<file path="src/rtl/rv32_mem_pkg.sv">
// Shared types for the rv32 memory arbiter: bus width defaults, requester
// identity and arbiter state encodings.
package rv32_mem_pkg;

    localparam int ADDR_W_DEFAULT = 32;
    localparam int DATA_W_DEFAULT = 32;

    typedef enum logic {
        OWN_IF = 1'b0,
        OWN_D  = 1'b1
    } owner_t;

    typedef enum logic {
        ST_IDLE    = 1'b0,
        ST_RD_WAIT = 1'b1
    } arb_state_t;

endpackage

</file>
<file path="src/rtl/rr_arb2.sv">
// Combinational two-way pick. Bit 0 is the fetch side, bit 1 the data side;
// on a tie the requester that did not win last time goes first when rr_en=1.
module rr_arb2 (
    input  logic [1:0] req,
    input  logic       last_win,
    input  logic       rr_en,
    output logic [1:0] win
);

    always_comb begin
        win = 2'b00;
        case (req)
            2'b01:   win = 2'b01;
            2'b10:   win = 2'b10;
            2'b11: begin
                if (rr_en) begin
                    win = last_win ? 2'b01 : 2'b10;
                end else begin
                    win = 2'b10;
                end
            end
            default: win = 2'b00;
        endcase
    end

endmodule

</file>
<file path="src/rtl/mem_arbiter.sv">
// Shares one single-port memory between the fetch and load/store ports,
// issuing at most one read at a time and routing its data back to the issuer.
module mem_arbiter
    import rv32_mem_pkg::*;
#(
    parameter int ADDR_W  = ADDR_W_DEFAULT,
    parameter int DATA_W  = DATA_W_DEFAULT,
    parameter int MEM_LAT = 1,
    parameter int RR      = 1
) (
    input  logic              clk,
    input  logic              reset,
    input  logic              if_req,
    input  logic [ADDR_W-1:0] if_addr,
    output logic              if_gnt,
    output logic              if_rvalid,
    output logic [DATA_W-1:0] if_rdata,
    input  logic              d_req,
    input  logic              d_we,
    input  logic [ADDR_W-1:0] d_addr,
    input  logic [DATA_W-1:0] d_wdata,
    output logic              d_gnt,
    output logic              d_rvalid,
    output logic [DATA_W-1:0] d_rdata,
    output logic [ADDR_W-1:0] mem_addr,
    output logic              mem_rd,
    output logic              mem_wr,
    output logic [DATA_W-1:0] mem_wdata,
    input  logic [DATA_W-1:0] mem_rdata
);

    localparam logic [2:0] LAT_END = 3'(MEM_LAT);

    arb_state_t        state_reg;
    owner_t            owner_reg;
    owner_t            last_win_reg;
    logic [2:0]        lat_cnt_reg;
    logic [1:0]        req;
    logic [1:0]        win;
    logic [1:0]        capture;
    logic              idle;
    logic              rd_done;
    logic              rvalid_reg [2];
    logic [DATA_W-1:0] rdata_reg  [2];

    // Grants are suppressed while reset is high so nothing reaches memory
    // in a cycle whose state update is about to be discarded.
    assign idle = (state_reg == ST_IDLE) && !reset;
    assign req  = idle ? {d_req, if_req} : 2'b00;

    rr_arb2 u_arb (
        .req      (req),
        .last_win (last_win_reg == OWN_D),
        .rr_en    (RR != 0),
        .win      (win)
    );

    assign if_gnt    = win[0];
    assign d_gnt     = win[1];
    assign mem_rd    = win[0] | (win[1] & ~d_we);
    assign mem_wr    = win[1] & d_we;
    assign mem_addr  = win[1] ? d_addr : (win[0] ? if_addr : '0);
    assign mem_wdata = mem_wr ? d_wdata : '0;
    assign rd_done   = (state_reg == ST_RD_WAIT) && (lat_cnt_reg == LAT_END);

    always_ff @(posedge clk) begin
        if (reset) begin
            state_reg    <= ST_IDLE;
            owner_reg    <= OWN_IF;
            last_win_reg <= OWN_D;
            lat_cnt_reg  <= 3'd0;
        end else begin
            case (state_reg)
                ST_IDLE: begin
                    if (win != 2'b00) begin
                        last_win_reg <= win[1] ? OWN_D : OWN_IF;
                    end
                    // Writes complete in the issue cycle; only reads wait.
                    if (mem_rd) begin
                        owner_reg   <= win[1] ? OWN_D : OWN_IF;
                        lat_cnt_reg <= 3'd1;
                        state_reg   <= ST_RD_WAIT;
                    end
                end
                ST_RD_WAIT: begin
                    lat_cnt_reg <= lat_cnt_reg + 3'd1;
                    if (rd_done) begin
                        lat_cnt_reg <= 3'd0;
                        state_reg   <= ST_IDLE;
                    end
                end
                default: state_reg <= ST_IDLE;
            endcase
        end
    end

    // Per-port return path: index 0 = fetch, index 1 = data.
    generate
        for (genvar gi = 0; gi < 2; gi++) begin : g_port
            assign capture[gi] = rd_done && ((owner_reg == OWN_D) == (gi != 0));

            always_ff @(posedge clk) begin
                if (reset) begin
                    rvalid_reg[gi] <= 1'b0;
                    rdata_reg[gi]  <= '0;
                end else begin
                    rvalid_reg[gi] <= capture[gi];
                    if (capture[gi]) begin
                        rdata_reg[gi] <= mem_rdata;
                    end
                end
            end
        end
    endgenerate

    assign if_rvalid = rvalid_reg[0];
    assign if_rdata  = rdata_reg[0];
    assign d_rvalid  = rvalid_reg[1];
    assign d_rdata   = rdata_reg[1];

endmodule

</file>
<file path="config.mk">
export PLATFORM = sky130hd
export DESIGN_NAME = mem_arbiter
export DESIGN_NICKNAME = d
export VERILOG_FILES = /design/src/rtl/rv32_mem_pkg.sv /design/src/rtl/rr_arb2.sv /design/src/rtl/mem_arbiter.sv
export SDC_FILE = /design/constraint.sdc
export NUM_CORES = 1
export LEC_CHECK = 0
export CORE_AREA = 2 2 104 106
export DETAILED_ROUTE_END_ITERATION = 8
export DIE_AREA = 0 0 106 108
export GPL_TIMING_DRIVEN = 0
export PLACE_DENSITY = 0.76
export SYNTH_ARGS = -nofsm -noshare
export SYNTH_HDL_FRONTEND = slang
export SYNTH_SLANG_ARGS = --single-unit
</file>
<file path="constraint.sdc">
create_clock -name clk -period 7.25 [get_ports clk]
set_input_delay 1.8125 -clock clk [delete_from_list [all_inputs] [get_ports clk]]
set_output_delay 1.8125 -clock clk [all_outputs]
set_load 0.005 [all_outputs]
</file>
# ---- Yosys cells after proc, flatten, opt, wreduce, memory -nomap -nowiden
# Memories as Yosys holds them, arrays and structs flattened.
# Cells that the tools add are included.
# W data, S select, Z words.
dict set report word_totals {
  out_inout_bits 134
  memories 2
  in_bits 133
  ram_bits 66
  register_bits 6
}
# name words width read_ports rd_ports_with_merged_regs wr line_no
set memory_table {}
lappend memory_table {rdata_reg 2 32 2 0 2 mem_arbiter.sv:44} ;# logic [DATA_W-1:0] rdata_reg [2];
lappend memory_table {rvalid_reg 2 1 2 0 2 mem_arbiter.sv:43} ;# logic rvalid_reg [2];
dict set report classes {
  bitwise_logic 10
  n_eq_ne 5
  reduce_logical 8
  muxes 26
  n_addsub 1
}
# operator n
set op_table {}
lappend op_table {{$mux W32} 5}
lappend op_table {{$mux W1} 14}
lappend op_table {{$mux W3} 2}
lappend op_table {{$pmux W2 S3} 1}
lappend op_table {{$pmux W3 S2} 1}
lappend op_table {{$or A1 B1 Y1} 5}
lappend op_table {{$eq A2 B2 Y1 const B} 2}
lappend op_table {{$logic_and A1 B1 Y1} 4}
lappend op_table {{$mux W2} 2}
lappend op_table {{$reduce_and A2 Y1} 2}
lappend op_table {{$add A3 B1 Y3 const B} 1}
lappend op_table {{$eq A3 B1 Y1 const B} 1}
lappend op_table {{$not A1 Y1} 3}
lappend op_table {{$and A1 B1 Y1} 2}
lappend op_table {{$eq A2 B1 Y1 const B} 1}
lappend op_table {{$ne A2 B2 Y1 const B} 1}
lappend op_table {{$pmux W1 S2} 1}
lappend op_table {{$reduce_bool A2 Y1} 1}
lappend op_table {{$logic_not A1 Y1} 1}

# ---- Depth between registers and ports, before layout
dict set report logic_depth {
  ltp_word 9
  mapped_depth 6
}

# ---- By module
# Synthesis repeated with hierarchy kept, for this count alone.
dict set report hier_totals {
  cells_unflattened 267
  area_unflattened_um2 3349.5
}
# mod area_each_um2 cells_each instances
set modules_own_cells {}
lappend modules_own_cells {mem_arbiter 3328.2 263 1}
lappend modules_own_cells {rr_arb2 21.3 4 1}

# ---- Least setup slack after synthesis
# OpenSTA, ideal clock, no wires.
dict set report synth_timing {
  path_kind {input-to-output}
  startpoint {in reset}
  endpoint {out mem_addr[22]}
  t_arrival_ns 2.695
  setup_slack_ns 2.742
  path_buffers 3
  t_required_ns 5.438
  cell_stages 6
  cell_sequence {buf_4 > inv_4 > and4_1 > buf_4 > buf_2 > a22o_1}
}
dict set report synth_via {
  elab_chain_len 7
  elab_cells_between_ends 9
  cone_classes {eq/ne (3); mux (4); reduce/logical (2)}
}
# element line_no
set synth_rtl {}
lappend synth_rtl {{start, declared} mem_arbiter.sv:12} ;# input logic reset,
lappend synth_rtl {{$logic_not A1 Y1 (*)} mem_arbiter.sv:48} ;# assign idle = (state_reg == ST_IDLE) && !reset;
lappend synth_rtl {{$logic_and A1 B1 Y1 (*)} mem_arbiter.sv:48}
lappend synth_rtl {{$mux W2 (*)} mem_arbiter.sv:49} ;# assign req = idle ? {d_req, if_req} : 2'b00;
lappend synth_rtl {{$eq A2 B2 Y1 / $eq A2 B1 Y1 (equally long branches)} rr_arb2.sv:12} ;# case (req)
lappend synth_rtl {{$pmux W2 S3 (*)} rr_arb2.sv:12}
lappend synth_rtl {{net if_gnt} mem_arbiter.sv:15} ;# output logic if_gnt,
lappend synth_rtl {{$mux W32 (*) (2 in series)} mem_arbiter.sv:62} ;# assign mem_addr = win[1] ? d_addr : (win[0] ? if_addr : '0);
lappend synth_rtl {{end, declared} mem_arbiter.sv:25} ;# output logic [ADDR_W-1:0] mem_addr,
# Mark *: on every way through the listed nets, which the timed path passes. The rest lies on a longest branch.

# ---- Worst setup path after layout
dict set report layout_timing {
  startpoint {in d_req}
  endpoint {out mem_addr[26]}
}
dict set report layout_via {
  elab_chain_len 5
  elab_cells_between_ends 7
  cone_classes {eq/ne (3); mux (4)}
}
# element line_no
set layout_rtl {}
lappend layout_rtl {{start, declared} mem_arbiter.sv:18} ;# input logic d_req,
lappend layout_rtl {{$mux W2 (*)} mem_arbiter.sv:49}
lappend layout_rtl {{$eq A2 B2 Y1 / $eq A2 B1 Y1 (equally long branches)} rr_arb2.sv:12}
lappend layout_rtl {{$pmux W2 S3 (*)} rr_arb2.sv:12}
lappend layout_rtl {{$mux W32} mem_arbiter.sv:62}
lappend layout_rtl {{$mux W32 (*)} mem_arbiter.sv:62}
# Mark *: on every way between the ends. The rest lies on a longest branch, timed or not.

==> implementation parameters <==
Parameter                              Value

Synthesis
  Synthesized netlist net count    around 390
  Total of flip-flops plus latches after synthesis    just over 70
  Most instantiated library cell after synthesis    edfxtp_1
  Library cells used by synthesis    32
  Top flip-flop cell by instance count after synthesis    edfxtp_1
  Cell types with the highest counts after synthesis    edfxtp_1, and2_1, and3_1
  Portion of the post-synthesis area used by sequential elements    around three fifths
  Number of flops mapped to enable cells by yosys    64
  Synthesized cell area    roughly 3400 sq um
  Syn Area/Cell    roughly 13 sq um
  Asr flop ratio synth    0%
  Synth area leader    edfxtp_1
  Fraction of post-synthesis cell area in the top cell type by area    a little under three fifths
  Most area-consuming cells after synthesis    edfxtp_1, and2_1, a22o_1, and3_1, dfxtp_1
  Yosys synthesis warning count    0
  Mapped Cells    approximately 260

Drt
  Vias per inst    about 4.7
  Average wire length per cell after detail routing    16.6 microns
  Number of DRC markers in iteration 0    169
  First-pass iteration count of the detailed router    4
  Final wirelength    between 10000 and 15000 microns
  Drt drc    0
  Antenna-violating nets left    0
  Number of vias after detailed routing    between 3000 and 4000

Min path
  Type of the worst min-delay path    reg -> reg
  Worst hold path cell count    1
  Terminating pin of the worst hold path    lat_cnt_reg[1]
  Launch instance of the worst min-delay path    lat_cnt_reg[1]

Outcome
  Result of the run    finished, final reports clean

Clocking
  Insertion delay of the later-clocked pin in the worst-skew pair    0.33 ns
  Buffer levels on the longest clock path    2
  Buffers inserted during post-CTS setup optimization    0
  Hold-fix buffer count after cts    0
  Total clock sinks    72
  Register clock-pin slew on the reported worst setup and hold paths    0.06 ns
  Number of buffers added by the clock tree synthesis step    9
  Clock tree from TritonCTS    built
  Cts repair resizes    0
  CTS H-tree depth    3
  Buffer cell driving the clock tree root    clkbuf_8

STA
  Final Max Tran Viols    0
  Count of final hold-check violations    0
  Final period demand of the worst path    around 5.5 ns
  Final Setup Violations    0
  Total negative slack    0 ns
  Clock Skew    between 0.006 and 0.007 ns
  Unrepaired setup endpoints after global routing    no
  Worst-case headroom to the max-slew limit    36.7%
  Highest clock frequency the design can meet    approximately 180 MHz
  Tightest Pin Transition    roughly 0.95 ns
  Post-route fraction of the period consumed by the critical path    roughly 76%

GRT
  Global-route usage over all layers    between 10% and 20%
  Remaining Overflow, GRT    0
  Antenna violations before repair    0
  Pin count of the biggest net entering global routing    18
  Number of global-route vias before repair    slightly above 3000
  Global-route wire length before repair    16300 microns

Die
  Height of the die    108 microns
  Full die area    ~11000 sq um
  Core Region    about 10000 sq um
  Floorplan row count    37
  Die extent in x    between 100 and 150 microns
  Top Ports    roughly 270
  Initial core utilization    approximately 34%

Critical path
  Highest fanout seen on the critical path    10
  Category of the critical setup timing path    in -> out
  Logic depth of the worst register-to-register path    4
  Beginning of the worst register-to-register path    state_reg
  Endpoint kind of the worst setup timing path    output pin
  Arr. time, crit path    3.71 ns
  Worst setup slack for register-to-register paths    about 5 ns
  Sort of element at the start of the critical path    input pin
  Worst Path Required    between 5 and 6 ns
  Worst R2R End    rdata_reg[1][20]

Pwr
  Sum of internal, switching and leakage power    between 0.9 and 1 mW
  Leakage power    approximately 2.5 nW
  Worst voltage drop across the vdd grid    roughly 0.000080 V
  Power per Cell Area    between 100 and 150 nW/um^2

Placement
  Number of port buffers    265
  Placed standard-cell area    6340 sq um
  Sum of net half-perimeters after detailed placement    about 9500 microns
  Global placement routability congestion    approximately 0.80

Finish
  Layout area overhead    89.0%
  Count of inserted antenna diode cells    0
  Layout net count    673
  Ratio of cells with drive above 1 in the final layout    7.95%
  Cell area after layout    ~6500 sq um
  Sequential standard cell area    around 2100 sq um
  Number of filler cells placed in the layout    ~810
  Multi-input logic area    about 1200 sq um
  Flip-flop count of the largest register, all copies and words added    64

Job
  Maximum Capacitance Violations    0
[where the power goes]
part	leakage, nW	switching [mW]	internal [mW]	total [mW]
sequential	0.731	0.0105	0.477	0.488
clock	0.0737	0.122	0.119	0.241
combinational	1.73	0.0780	0.153	0.231
[cell type report]
cell class,instances,area share (%)
Timing Repair Buffer,268,41.8
Sequential cell,72,32.1
Multi-Input combinational cell,160,18.2
Buffer,22,2.68
Tap cell,136,2.63
Clock buffer,12,2.08
Inverter,5,0.328
Clock inverter,2,0.135
[cell families (layout without fill, tap and decap cells)]
group / count (synthesis) / after routing / share of synthesized area [%]
compound gates: 46 / 46 / 11.3
fa+ha+maj: 2 / 2 / 0.730
buf+inv: 27 / 309 / 5.69
flops: 72 / 72 / 60.7
simple gates: 112 / 112 / 21.6
[worst max-delay path by stage]
stage	from	end	slack, ns	cells past startpoint
after global placement	d_req	mem_addr[27]	1.74	7
after detailed placement	d_req	mem_addr[26]	1.72	7
after CTS	d_req	mem_addr[26]	1.70	7
after global routing	d_req	mem_addr[28]	1.60	7
final	d_req	mem_addr[26]	1.72	7
after floorplan	reset	mem_addr[22]	2.74	6
[worst max-delay path, cell delays in order]
cell and delay [ns]:
clkdlybuf4s50_1 0.47, nand2b_1 0.14, and4_1 0.20, buf_4 0.16
buf_2 0.23, a22o_1 0.16, clkdlybuf4s50_1 0.55
[stage by stage]
stage                     utilization [%]  instances  setup WS (ns)  hold WS (ns)
final                                63.3        677           1.72         0.527
after global routing                 63.3        677           1.60         0.550
after CTS                            63.3        677           1.70         0.528
after detailed placement             61.9        663           1.72         0.512
after global placement               61.1        660           1.74         0.504
after floorplan                         -        259           2.74         0.492
[cell usage in the layout (no fill, tap or decap), types with 2 or more instances in the layout]
master,count
and3_1,33
edfxtp_1,64
inv_1,2
clkbuf_8,9
a41o_1,2
buf_2,4
nand2b_1,2
clkdlybuf4s50_1,265
ha_1,2
a22o_1,32
buf_6,10
clkbuf_1,8
and2_1,62
inv_2,2
nand2_1,2
and2_2,3
o31ai_4,2
a21oi_1,4
nor4_4,2
dfxtp_1,8
a211oi_1,3
buf_8,2
buf_4,3
[per-layer routing]
layer / vias up / track usage [%] / share of wire [%]
li1: 1520 / - / -
met4: 0 / 8.93 / 2.2
met1: 1439 / 19.2 / 36
met2: 188 / 35.2 / 52
met5: - / 0 / 0
met3: 18 / 5.97 / 9.4
Power figures use the tool's default switching activity.
